### src/rtl/speed_avg_filter_if.sv
// Sample/average bus between the encoder diff stage, the speed filter and its consumers.
// Latency: none, signal bundle only.
// Backpressure: none; the filter flags samples it cannot accept through overrun.
interface speed_avg_filter_if #(
  parameter int DATA_W = 32,
  parameter int LOG2_N = 3
);
  logic                       sample_valid;
  logic [DATA_W-1:0]          sample_in;
  logic                       clear;
  logic [DATA_W-1:0]          avg_out;
  logic                       avg_valid;
  logic [DATA_W+LOG2_N-1:0]   sum_out;
  logic [LOG2_N:0]            fill_count;
  logic                       overrun;

  // Producer side: the diff stage / test driver.
  modport master (
    output sample_valid, sample_in, clear,
    input  avg_out, avg_valid, sum_out, fill_count, overrun
  );

  // Filter side.
  modport slave (
    input  sample_valid, sample_in, clear,
    output avg_out, avg_valid, sum_out, fill_count, overrun
  );
endinterface

### src/rtl/speed_avg_filter.sv
// Moving-average speed filter: ring buffer of the last 2**LOG2_N deltas, running sum, avg = sum >>> LOG2_N.
// Latency: sample_valid at cycle t gives a one-cycle avg_valid at t+3; one sample accepted per 4 cycles.
// Backpressure: none; samples arriving while busy are dropped and set sticky overrun. SPEED_AVG_SAT_EN clamps input to +/-SAT_LIMIT.
module speed_avg_filter #(
  parameter int DATA_W    = 32,
  parameter int LOG2_N    = 3,
  parameter int SAT_LIMIT = 4096
) (
  input  logic             clk,
  input  logic             reset,
  speed_avg_filter_if.slave bus
);

  localparam int              N      = 1 << LOG2_N;
  localparam int              SW     = DATA_W + LOG2_N;
  localparam logic [LOG2_N:0] N_FILL = (LOG2_N + 1)'(N);

  typedef enum logic [1:0] {
    IDLE   = 2'd0,
    READ   = 2'd1,
    UPDATE = 2'd2,
    EMIT   = 2'd3
  } state_t;

  state_t               state_q, state_d;
  logic [DATA_W-1:0]    s_in;
  logic [DATA_W-1:0]    s_new;
  logic [DATA_W-1:0]    s_old;
  logic [SW-1:0]        sum_q;
  logic [SW-1:0]        sum_next;
  logic [LOG2_N-1:0]    wp_q;
  logic [LOG2_N:0]      fill_q;
  logic [DATA_W-1:0]    avg_q;
  logic                 avg_vld_q;
  logic                 ovr_q;
  logic                 full;
  logic                 take;
  logic                 commit;
  logic                 drop;
  logic [DATA_W-1:0]    ram [N];

  // Glitch rejection bound; only referenced when the clamp is compiled in.
  function automatic logic [DATA_W-1:0] sat_clamp(input logic [DATA_W-1:0] x);
    logic signed [DATA_W-1:0] hi, lo, v;
    hi = DATA_W'(SAT_LIMIT);
    lo = -hi;
    v  = x;
    if (v > hi)      sat_clamp = hi;
    else if (v < lo) sat_clamp = lo;
    else             sat_clamp = v;
  endfunction

`ifdef SPEED_AVG_SAT_EN
  assign s_in = sat_clamp(bus.sample_in);
`else
  assign s_in = bus.sample_in;
`endif

  assign full     = (fill_q == N_FILL);
  assign sum_next = sum_q + {{LOG2_N{s_new[DATA_W-1]}}, s_new}
                          - {{LOG2_N{s_old[DATA_W-1]}}, s_old};

  // FSM state register.
  always_ff @(posedge clk or negedge reset) begin
    if (!reset) state_q <= IDLE;
    else        state_q <= state_d;
  end

  // Next state and per-state strobes; clear forces IDLE and suppresses all strobes.
  always_comb begin
    state_d = state_q;
    take    = 1'b0;
    commit  = 1'b0;
    drop    = 1'b0;
    if (bus.clear) begin
      state_d = IDLE;
    end else begin
      case (state_q)
        IDLE: begin
          if (bus.sample_valid) begin
            take    = 1'b1;
            state_d = READ;
          end
        end
        READ: begin
          drop    = bus.sample_valid;
          state_d = UPDATE;
        end
        UPDATE: begin
          drop    = bus.sample_valid;
          commit  = 1'b1;
          state_d = EMIT;
        end
        default: begin
          drop    = bus.sample_valid;
          state_d = IDLE;
        end
      endcase
    end
  end

  // Latch the incoming sample and fetch the slot it will evict (zero until the window is full).
  always_ff @(posedge clk or negedge reset) begin
    if (!reset) begin
      s_new <= '0;
      s_old <= '0;
    end else begin
      if (take) s_new <= s_in;
      if (state_q == READ) s_old <= full ? ram[wp_q] : '0;
    end
  end

  // Ring storage is deliberately not reset; unfilled slots are never read.
  always_ff @(posedge clk) begin
    if (commit) ram[wp_q] <= s_new;
  end

  // Running sum, pointers and output registers; avg is loaded with the new sum so it is valid during EMIT.
  always_ff @(posedge clk or negedge reset) begin
    if (!reset) begin
      sum_q     <= '0;
      wp_q      <= '0;
      fill_q    <= '0;
      avg_q     <= '0;
      avg_vld_q <= 1'b0;
      ovr_q     <= 1'b0;
    end else if (bus.clear) begin
      sum_q     <= '0;
      wp_q      <= '0;
      fill_q    <= '0;
      avg_q     <= '0;
      avg_vld_q <= 1'b0;
      ovr_q     <= 1'b0;
    end else begin
      avg_vld_q <= 1'b0;
      if (commit) begin
        sum_q     <= sum_next;
        wp_q      <= wp_q + 1'b1;
        if (!full) fill_q <= fill_q + 1'b1;
        avg_q     <= sum_next[SW-1:LOG2_N];
        avg_vld_q <= 1'b1;
      end
      if (drop) ovr_q <= 1'b1;
    end
  end

  assign bus.avg_out    = avg_q;
  assign bus.avg_valid  = avg_vld_q;
  assign bus.sum_out    = sum_q;
  assign bus.fill_count = fill_q;
  assign bus.overrun    = ovr_q;

endmodule

### src/flat_wrapper.sv
// flat-port wrapper written by rule: the top's interface ports become plain ports
module speed_avg_filter_flat 
#(
  parameter int DATA_W    = 32,
  parameter int LOG2_N    = 3,
  parameter int SAT_LIMIT = 4096
)
  (clk, reset, bus_sample_valid, bus_sample_in, bus_clear, bus_avg_out, bus_avg_valid, bus_sum_out, bus_fill_count, bus_overrun);
  speed_avg_filter_if #(.DATA_W(DATA_W), .LOG2_N(LOG2_N)) bus_i ();
  input  logic clk;
  input  logic reset;
  input wire logic [$bits(bus_i.sample_valid)-1:0] bus_sample_valid;
  input wire logic [$bits(bus_i.sample_in)-1:0] bus_sample_in;
  input wire logic [$bits(bus_i.clear)-1:0] bus_clear;
  output wire logic [$bits(bus_i.avg_out)-1:0] bus_avg_out;
  output wire logic [$bits(bus_i.avg_valid)-1:0] bus_avg_valid;
  output wire logic [$bits(bus_i.sum_out)-1:0] bus_sum_out;
  output wire logic [$bits(bus_i.fill_count)-1:0] bus_fill_count;
  output wire logic [$bits(bus_i.overrun)-1:0] bus_overrun;
  assign bus_i.sample_valid = bus_sample_valid;
  assign bus_i.sample_in = bus_sample_in;
  assign bus_i.clear = bus_clear;
  assign bus_avg_out = bus_i.avg_out;
  assign bus_avg_valid = bus_i.avg_valid;
  assign bus_sum_out = bus_i.sum_out;
  assign bus_fill_count = bus_i.fill_count;
  assign bus_overrun = bus_i.overrun;
  speed_avg_filter #(.DATA_W(DATA_W), .LOG2_N(LOG2_N), .SAT_LIMIT(SAT_LIMIT)) u_core (.clk(clk), .reset(reset), .bus(bus_i));
endmodule
### config.mk
export PLATFORM = sky130hd
export DESIGN_NAME = speed_avg_filter_flat
export DESIGN_NICKNAME = d
export VERILOG_FILES = /design/src/rtl/speed_avg_filter_if.sv /design/src/rtl/speed_avg_filter.sv /design/src/flat_wrapper.sv
export SDC_FILE = /design/constraint.sdc
export NUM_CORES = 1
export LEC_CHECK = 0
export CORE_UTILIZATION = 55
export DETAILED_ROUTE_END_ITERATION = 8
export PLACE_DENSITY = 0.73
export SYNTH_ARGS = -nofsm -noshare
export SYNTH_HDL_FRONTEND = slang
export SYNTH_SLANG_ARGS = --single-unit
export TNS_END_PERCENT = 1
### constraint.sdc
create_clock -name clk -period 8.3 [get_ports clk]
set_input_delay 1.245 -clock clk [delete_from_list [all_inputs] [get_ports clk]]
set_output_delay 1.245 -clock clk [all_outputs]
set_load 0.1 [all_outputs]
==> flow_metrics.tcl, run 1 <==
set metrics [dict create \
    critical_path_required_ns 8.71 \
    critPathMaxStageDelay_ns 0.53 \
    start_util_pct 56.2 \
    htreeDepth 2 \
    cts-root-buf "clkbuf_16" \
    rows 64 \
    finalNetCount 1410 \
    grtUsageTotal_pct 23.4 \
    grt_overflow_total 0 \
    syn_area_um2 17300 \
    postCtsSetupBuffers 0 \
    final_common_cell "edfxtp_1" \
    dp_worst_setup_slack_ns 4.16 \
    reg2reg_to "u_core.bus.sum_out[31]" \
    rsz0062_at_grt "no" \
    synthArstFlopShare_pct 30.1 \
    worst_pin_slew_ns 1.19 \
    synthCells 1209 \
    min_path_type "flip-flop to flip-flop" \
    cts_made_buffers 41 \
    cp-end-kind "flip-flop" \
    setup-tns-final_ns 0 \
    drt_iter0_markers 763 \
    finalCritPeriodShare_pct 48.8 \
    holdWs_ns 0.492 \
    io_pins 109 \
    wl_per_cell_um 20.9 \
    relSlewSlack_pct 20.8 \
    crit_chain "inv_1 > fa_1 > inv_1 > ha_1 > a211oi_1 > o211ai_1 > a21oi_1 > o21ai_1 > a2111oi_2 > o31ai_1 > a2111oi_0 > a31oi_1 > o311ai_1" \
    slew_violations 0 \
    crit_top_cell "inv_1" \
    cap_violations 0 \
    die_x_um 179 \
    post-dp-hpwl_mm 22.3 \
    setup_viol_count_final 0 \
    start_kind "flip-flop" \
    design_area_um2 20000 \
    fin_crit_ns 4.05 \
    vias 9913 \
    syn_nets 1322 \
    seq_area_frac_synth_pct 60.4 \
    cts_resized 0 \
    coreArea_um2 30700 \
    firstDrtPassIters 9 \
    grt_pass1_vias 10060 \
    die_y_um 179 \
    placed_area_um2 18600 \
    peakVddDrop_v 0.000222 \
    crit_path_top_delay_cell "a2111oi_2" \
    clockBufferDepth 3 \
    r2r_start "u_core.s_new[1]" \
    avgSynthCellArea_um2 14.3 \
    path_clk_slew_ns 0.06 \
    violations "DRC" \
    io_buffers 108 \
    skew_ns 0.0150 \
    die_area_um2 32100 \
    synth_top_flop_cell "edfxtp_1" \
    cp_data_arrival_time_ns 4.46 \
    critPathKind "flip-flop to flip-flop" \
    reg2reg_depth 13 \
    cts_tree "built" \
    grt_pass1_wl_mm 56.2 \
    numClockSinks 366 \
    drc 8 \
    wl_mm 36.1 \
    synth_edf_count 256 \
    holdBufCountCts 0 \
    powerDensity_nw_per_um2 361 \
    synth_seq_cells 366 \
    diodes 0 \
    worst-r2r-setup-slack_ns 4.25 \
    hold_viol_final 0 \
    endpoint "u_core.bus.sum_out[31]" \
    grt_start_max_net_pins 66 \
    antenna_found_initial 0 \
    clock_latency_ns 0.53 \
    cp-startpoint "u_core.s_new[1]" \
    routed_via_density 5.75 \
    ant_nets 0 \
    max_freq_mhz 247 \
    yosysWarnings 0 \
    drive_gt1_share_pct 16.1 \
    p_leak_nw 7.41 \
    status "complete, but fails checks" \
    gp_congestion 0.889 \
    setup_ws_ns 4.25 \
    layout_common_cells "edfxtp_1, inv_1, dfrtp_1" \
    fin_total_pwr_mw 7.22 \
    cp_max_fo 10 \
    synth_cell_type_count 64 \
    area_delta_synth_final_pct 15.8 \
]
per-stage QoR:
| step | std cells | util, % |
|---|---|---|
| final | 1725 | 65.1 |
| after global routing | 1725 | 65.1 |
| after CTS | 1725 | 65.1 |
| after detailed placement | 1650 | 60.5 |
| after global placement | 1650 | 60.5 |
| after floorplan | 1209 | - |
worst max-delay path: cells and delay by family (launching register included):
kind                     cells  cell delay [ns]
flip-flops                   1             0.48
adder cells (fa/ha/maj)      2             0.79
buffers and inverters        2             0.16
AO/OA/AOI/OAI                9             2.51
power breakdown:
group	switching (mW)	leakage, nW	internal [mW]
Sequential	0.232	3.75	2.20
Clock	0.721	0.685	1.13
Combinational	1.89	2.97	1.04
Total	2.84	7.41	4.37
how the worst min path moves through the flow:
stage,slack (ns),endpoint,start,depth (start not counted)
detailed placement,0.48,u_core.bus.overrun,u_core.bus.overrun,2
global route,0.54,u_core.bus.overrun,u_core.bus.overrun,2
finish,0.49,u_core.bus.overrun,u_core.bus.overrun,2
global placement,0.48,u_core.bus.overrun,u_core.bus.overrun,2
floorplan,0.51,u_core.s_old[0],u_core.s_old[0],2
CTS,0.50,u_core.bus.overrun,u_core.bus.overrun,2
final cells by class:
cell class	instances	area, µm²
fill	2232	10700
sequential	366	10400
multi-input combinational	579	5760
timing repair buffer	128	1220
clock buffer	51	1140
inverter	181	679
tap	396	495
clock inverter	24	270
logic make-up after synthesis:
group                    share of synthesized area, %
flip-flops                                       60.4
buffers and inverters                            6.57
multiplexers                                     13.5
AND/OR/NAND/NOR                                  4.39
AO/OA/AOI/OAI                                    6.72
adder cells (fa/ha/maj)                          7.05
XOR/XNOR                                         1.37
sequential cells by signal (all words and copies together) (netlist names):
signal and cells:
u_core.bus.avg_out 1, u_core.bus.avg_valid 1, u_core.bus.fill_count 4, u_core.bus.overrun 1, u_core.bus.sum_out 34, u_core.ram 256
u_core.s_new 32, u_core.s_old 32, u_core.state_q 2, u_core.wp_q 3
Yosys cell counts, drive strengths merged (3+ instances only):
cell | instances | area [µm²]
clkbuf | 33 | 124
o211ai | 4 | 30.0
o31ai | 9 | 67.6
o21ai | 24 | 120
nor2 | 49 | 184
o22ai | 35 | 219
a31oi | 4 | 40.0
nand4 | 5 | 37.5
mux2i | 50 | 500
dfrtp | 110 | 2750
o21bai | 3 | 22.5
nand3b | 5 | 37.5
mux2 | 34 | 383
or3 | 3 | 18.8
nor2b | 5 | 31.3
nand2 | 36 | 135
xor2 | 11 | 96.3
a211oi | 11 | 100
xnor2 | 16 | 140
a2111oi | 5 | 51.3
fa | 34 | 681
nor3 | 17 | 85.1
a21o | 21 | 163
a21oi | 41 | 205
nand2b | 8 | 50.1
edfxtp | 256 | 7690
nand3 | 11 | 60.1
ha | 43 | 538
nor4 | 4 | 25.0
mux4 | 64 | 1440
nand4b | 3 | 26.3
inv | 180 | 676
buf | 49 | 320
per-layer routing:
layer	track usage, %	routed length [µm]
met1	32.9	15800
met2	38.6	17900
met3	3.24	1760
met4	6.02	606
met5	0	0
Power figures use the tool's default switching activity.
==> run 2: changes to the inputs <==
==> constraint.sdc (replaced) <==
create_clock -name clk -period 4.1 [get_ports clk]
set_input_delay 0.615 -clock clk [delete_from_list [all_inputs] [get_ports clk]]
set_output_delay 0.615 -clock clk [all_outputs]
set_load 0.1 [all_outputs]
==> flow_metrics.tcl, run 2 (synthesis gave the netlist of run 1 again) <==
set metrics [dict create \
    status "complete, but fails checks" \
    violations "DRC" \
    die_y_um 179 \
    fin_total_pwr_mw 14.1 \
    area_delta_synth_final_pct 14.8 \
    numClockSinks 366 \
    hold_viol_final 0 \
    peakVddDrop_v 0.000526 \
    top_register "u_core.ram" \
    io_pins 109 \
    p_int_mw 8.41 \
    routed_via_density 5.81 \
    post-route-util_pct 64.5 \
    wl_mm 37.0 \
    p_leak_nw 7.33 \
    firstDrtPassIters 7 \
    io_buffers 108 \
    finalNetCount 1414 \
    start_kind "flip-flop" \
    diodes 0 \
    seqPwrFrac_pct 34.9 \
    grt_pass1_vias 10236 \
    rows 64 \
    cp_max_fo 10 \
    setup-tns-final_ns 0 \
    coreArea_um2 30700 \
    grt_overflow_total 0 \
    relSlewSlack_pct 28.2 \
    finalCritPeriodShare_pct 94.4 \
    worst_pin_slew_ns 1.07 \
    critical_path_required_ns 4.52 \
    cts_made_buffers 38 \
    htreeDepth 2 \
    post-dp-hpwl_mm 23.1 \
    setup_viol_count_final 0 \
    drive_gt1_share_pct 15.9 \
    final_common_cell "edfxtp_1" \
    rsz0062_at_grt "no" \
    wl_per_cell_um 21.4 \
    power_frac_clock_pct 22.6 \
    min_path_type "input port to asynchronous set/reset pin" \
    slew_violations 0 \
    cts-root-buf "clkbuf_16" \
    drt_iter0_markers 909 \
    clock_latency_ns 0.52 \
    cp_data_arrival_time_ns 4.29 \
    layout_common_cells "edfxtp_1, inv_1, dfrtp_1" \
    p_switching_mw 5.65 \
    grt_pass1_wl_mm 57.8 \
    ant_nets 0 \
    gp_congestion 0.883 \
    holdBufCountCts 0 \
    powerDensity_nw_per_um2 708 \
    start_util_pct 56.2 \
    max_freq_mhz 258 \
    fill_cells 2250 \
    die_x_um 179 \
    path_clk_slew_ns 0.06 \
    switching_share_pct 40.2 \
    clockBufferDepth 3 \
    skew_ns 0.0216 \
    critPathKind "flip-flop to flip-flop" \
    p_comb_share_pct 42.5 \
    cp-end-kind "flip-flop" \
    vias 10027 \
    largest_reg_flops 256 \
    cap_violations 0 \
    grt_start_max_net_pins 67 \
    drc 12 \
    grtUsageTotal_pct 24.2 \
    die_area_um2 32100 \
    cts_tree "built" \
    antenna_found_initial 0 \
    fin_crit_ns 3.87 \
]
-- run 2: changes by cell type in the layout (fill, tap and decap cells not counted), moves of 2 or more --
cell and change:
buf_12 +2, clkinv_1 +2, clkinv_4 -5, clkbuf_1 +3, clkbuf_16 -4, buf_4 +5
bufinv_16 -5, clkinv_2 +2
-- run 2: final cells by class --
cell class | instances | area [µm²] | share of cell area (%)
Multi-Input combinational cell | 579 | 5760 | 29.0
Clock buffer | 51 | 1060 | 5.35
Timing Repair Buffer | 135 | 1300 | 6.56
Clock inverter | 18 | 92.6 | 0.467
Tap cell | 396 | 495 | 2.50
Sequential cell | 366 | 10400 | 52.7
Inverter | 181 | 679 | 3.42
-- run 2: timing repair --
action                                  in CTS  in global routing
resized for setup                            0                  1
setup buffers                                0                  0
endpoints found under the setup margin       0                  1
-- run 2: final timing paths --
check,startpoint,cells after the start,to,slack [ns]
setup / recovery,u_core.s_new[1],13,u_core.bus.sum_out[31],0.23
hold reg to reg,u_core.bus.overrun,2,u_core.bus.overrun,0.51
hold / removal,reset,1,u_core.s_new[23],0.26
setup reg to reg,u_core.s_new[1],13,u_core.bus.sum_out[31],0.23
min in group clk,u_core.bus.overrun,2,u_core.bus.overrun,0.51
max in group asynchronous,reset,2,u_core.s_new[17],3.04
-- run 2: through the flow --
stage	instance area, µm²	hold slack (ns)	cells	setup slack (ns)
finish	19800	0.257	1726	0.229
global placement	18700	0.485	1657	0.402
detailed placement	18700	0.506	1657	0.264
floorplan	17300	0.319	1209	0.0152
global route	19800	0.334	1726	0.0777
CTS	19800	0.288	1726	0.194
-- run 2: routing by layer --
metal,track usage [%],vias to the layer above,wire length [µm]
li1,-,4540,-
met3,4.18,65,1980
met5,0,-,0
met1,34.2,5116,16300
met2,38.9,306,17800
met4,6.83,0,841
-- run 2: power groups by stage --
stage | sequential, mW | combinational [mW] | clock [mW]
2_1_floorplan | 5.41 | 4.15 | 0
6_report | 4.90 | 5.97 | 3.18
5_1_grt | 4.96 | 6.48 | 3.38
4_1_cts | 4.91 | 5.93 | 3.24
3_5_place_dp | 4.98 | 5.88 | 0
3_3_place_gp | 4.95 | 5.83 | 0
-- run 2: critical path, stage by stage, from the launching register on --
cell and delay (ns):
dfrtp_1 0.49, inv_1 0.10, fa_1 0.50, inv_1 0.06, ha_1 0.29, a211oi_1 0.34
o211ai_1 0.26, a21oi_2 0.29, o21ai_1 0.16, a2111oi_2 0.49, o31ai_1 0.18, a2111oi_0 0.44
a31oi_1 0.08, o311ai_1 0.10
==> run 3: changes to the inputs <==
--- a/config.mk
+++ b/config.mk
@@ -5,6 +5,7 @@
 export SDC_FILE = /design/constraint.sdc
 export NUM_CORES = 1
 export LEC_CHECK = 0
+export CORE_MARGIN = 2
 export CORE_UTILIZATION = 55
 export DETAILED_ROUTE_END_ITERATION = 8
 export PLACE_DENSITY = 0.73
==> flow_metrics.tcl, run 3 (synthesis gave the netlist of run 1 again) <==
set metrics [dict create \
    r2r_start "u_core.s_new[3]" \
    dp_worst_setup_slack_ns 0.352 \
    fill_cells 2270 \
    vias 10085 \
    postCtsSetupBuffers 0 \
    wl_per_cell_um 21.9 \
    critPathKind "flip-flop to flip-flop" \
    post-dp-hpwl_mm 24.1 \
    fin_crit_ns 3.77 \
    io_pins 109 \
    gp_congestion 0.899 \
    p_leak_nw 7.38 \
    layout_common_cells "edfxtp_1, inv_1, dfrtp_1" \
    die_y_um 181 \
    diodes 0 \
    final_common_cell "edfxtp_1" \
    endpoint "u_core.bus.sum_out[27]" \
    peakVddDrop_v 0.000415 \
    die_area_um2 32800 \
    worst_pin_slew_ns 1.09 \
    max_freq_mhz 265 \
    finalCritPeriodShare_pct 92.0 \
    setup-tns-final_ns 0 \
    skew_ns 0.0183 \
    start_kind "flip-flop" \
    drc 0 \
    io_buffers 108 \
    antenna_found_initial 0 \
    numClockSinks 366 \
    top_register "u_core.ram" \
    drt_iter0_markers 751 \
    crit_chain "inv_1 > fa_1 > inv_1 > ha_1 > o21ai_0 > o211ai_1 > a21oi_1 > nor4_1 > o22ai_1 > or4_1 > nand3_1 > o32ai_1 > a41o_1" \
    cp_data_arrival_time_ns 4.18 \
    rsz0062_at_grt "no" \
    cts_made_buffers 39 \
    grt_start_max_net_pins 63 \
    worst-r2r-setup-slack_ns 0.33 \
    cts-root-buf "clkbuf_16" \
    routed_via_density 5.82 \
    critPathMaxStageDelay_ns 0.50 \
    status "completed" \
    setup_ws_ns 0.329 \
    finalNetCount 1420 \
    largest_reg_flops 256 \
    area_delta_synth_final_pct 15.2 \
    grt_pass1_vias 10274 \
    slew_violations 0 \
    start_util_pct 56.2 \
    setup_viol_count_final 0 \
    path_clk_slew_ns 0.06 \
    clockBufferDepth 3 \
    hold_viol_final 0 \
    critical_path_required_ns 4.50 \
    coreArea_um2 30700 \
    firstDrtPassIters 8 \
    reg2reg_depth 13 \
    cp_max_fo 10 \
    min_path_type "input port to asynchronous set/reset pin" \
    rows 64 \
    crit_top_cell "inv_1" \
    grt_pass1_wl_mm 59.0 \
    cts_tree "built" \
    grtUsageTotal_pct 23.7 \
    reg2reg_to "u_core.bus.sum_out[27]" \
    wl_mm 37.9 \
    die_x_um 181 \
    drive_gt1_share_pct 16.5 \
    relSlewSlack_pct 27.1 \
    powerDensity_nw_per_um2 713 \
    ant_nets 0 \
    htreeDepth 2 \
    grt_overflow_total 0 \
    clock_latency_ns 0.52 \
    crit_path_top_delay_cell "dfrtp_1" \
    cp-startpoint "u_core.s_new[3]" \
    cap_violations 0 \
    cp-end-kind "flip-flop" \
]
run 3: worst min path at each step:
stage / slack (ns) / endpoint / cells after the start
final: 0.12 / u_core.bus.sum_out[7] / 1
after global routing: 0.17 / u_core.bus.sum_out[7] / 1
after CTS: 0.14 / u_core.bus.sum_out[7] / 1
after detailed placement: 0.48 / u_core.bus.overrun / 2
after global placement: 0.48 / u_core.bus.overrun / 2
after floorplan: 0.32 / u_core.bus.avg_out[31] / 0
run 3: routing by layer:
| layer | GRT usage (%) | vias to the layer above | wire, µm |
|---|---|---|---|
| li1 | - | 4552 | - |
| met1 | 32.8 | 5163 | 16200 |
| met5 | 0 | - | 0 |
| met4 | 7.06 | 0 | 929 |
| met3 | 3.99 | 63 | 2240 |
| met2 | 39.1 | 307 | 18500 |
run 3: layout make-up:
type / instances / area, µm² / share of cell area, %
clock inverters: 18 / 149 / 0.748
repair buffers: 140 / 1340 / 6.72
inverters: 181 / 679 / 3.41
clock buffers: 52 / 1030 / 5.20
multi-input cells: 579 / 5760 / 29.0
flip-flops and latches: 366 / 10400 / 52.5
well taps: 396 / 495 / 2.49
run 3: worst max-delay path: cells and delay by family, from the launching register on:
kind                       cells  cell delay (ns)
adders and majority gates      2             0.83
and+or+nand+nor                3             0.89
DFF                            1             0.50
AOI/OAI and AO/OA              6             1.28
buffers and inverters          2             0.14
run 3: per-stage QoR:
| stage | instance area [µm²] | power, mW | util, % | hold slack, ns | std cells |
|---|---|---|---|---|---|
| finish | 19900 | 14.2 | 64.7 | 0.124 | 1732 |
| global route | 19900 | 15.0 | 64.7 | 0.168 | 1732 |
| CTS | 19900 | 14.2 | 64.7 | 0.139 | 1732 |
| detailed placement | 18700 | 10.9 | 60.8 | 0.481 | 1662 |
| global placement | 18700 | 10.8 | 60.8 | 0.476 | 1662 |
| floorplan | 17300 | 9.56 | - | 0.319 | 1209 |
run 3: power breakdown:
part | internal, mW | switching, mW | leakage (nW) | total (mW)
clock network | 1.90 | 1.39 | 0.577 | 3.29
registers | 4.45 | 0.464 | 3.75 | 4.91
logic | 2.15 | 3.84 | 3.04 | 5.99
run 3: repair_timing:
| item | CTS | global route |
|---|---|---|
| gates resized for setup | 0 | 4 |
| setup endpoints to repair | 0 | 2 |
| hold buffers | 0 | 0 |
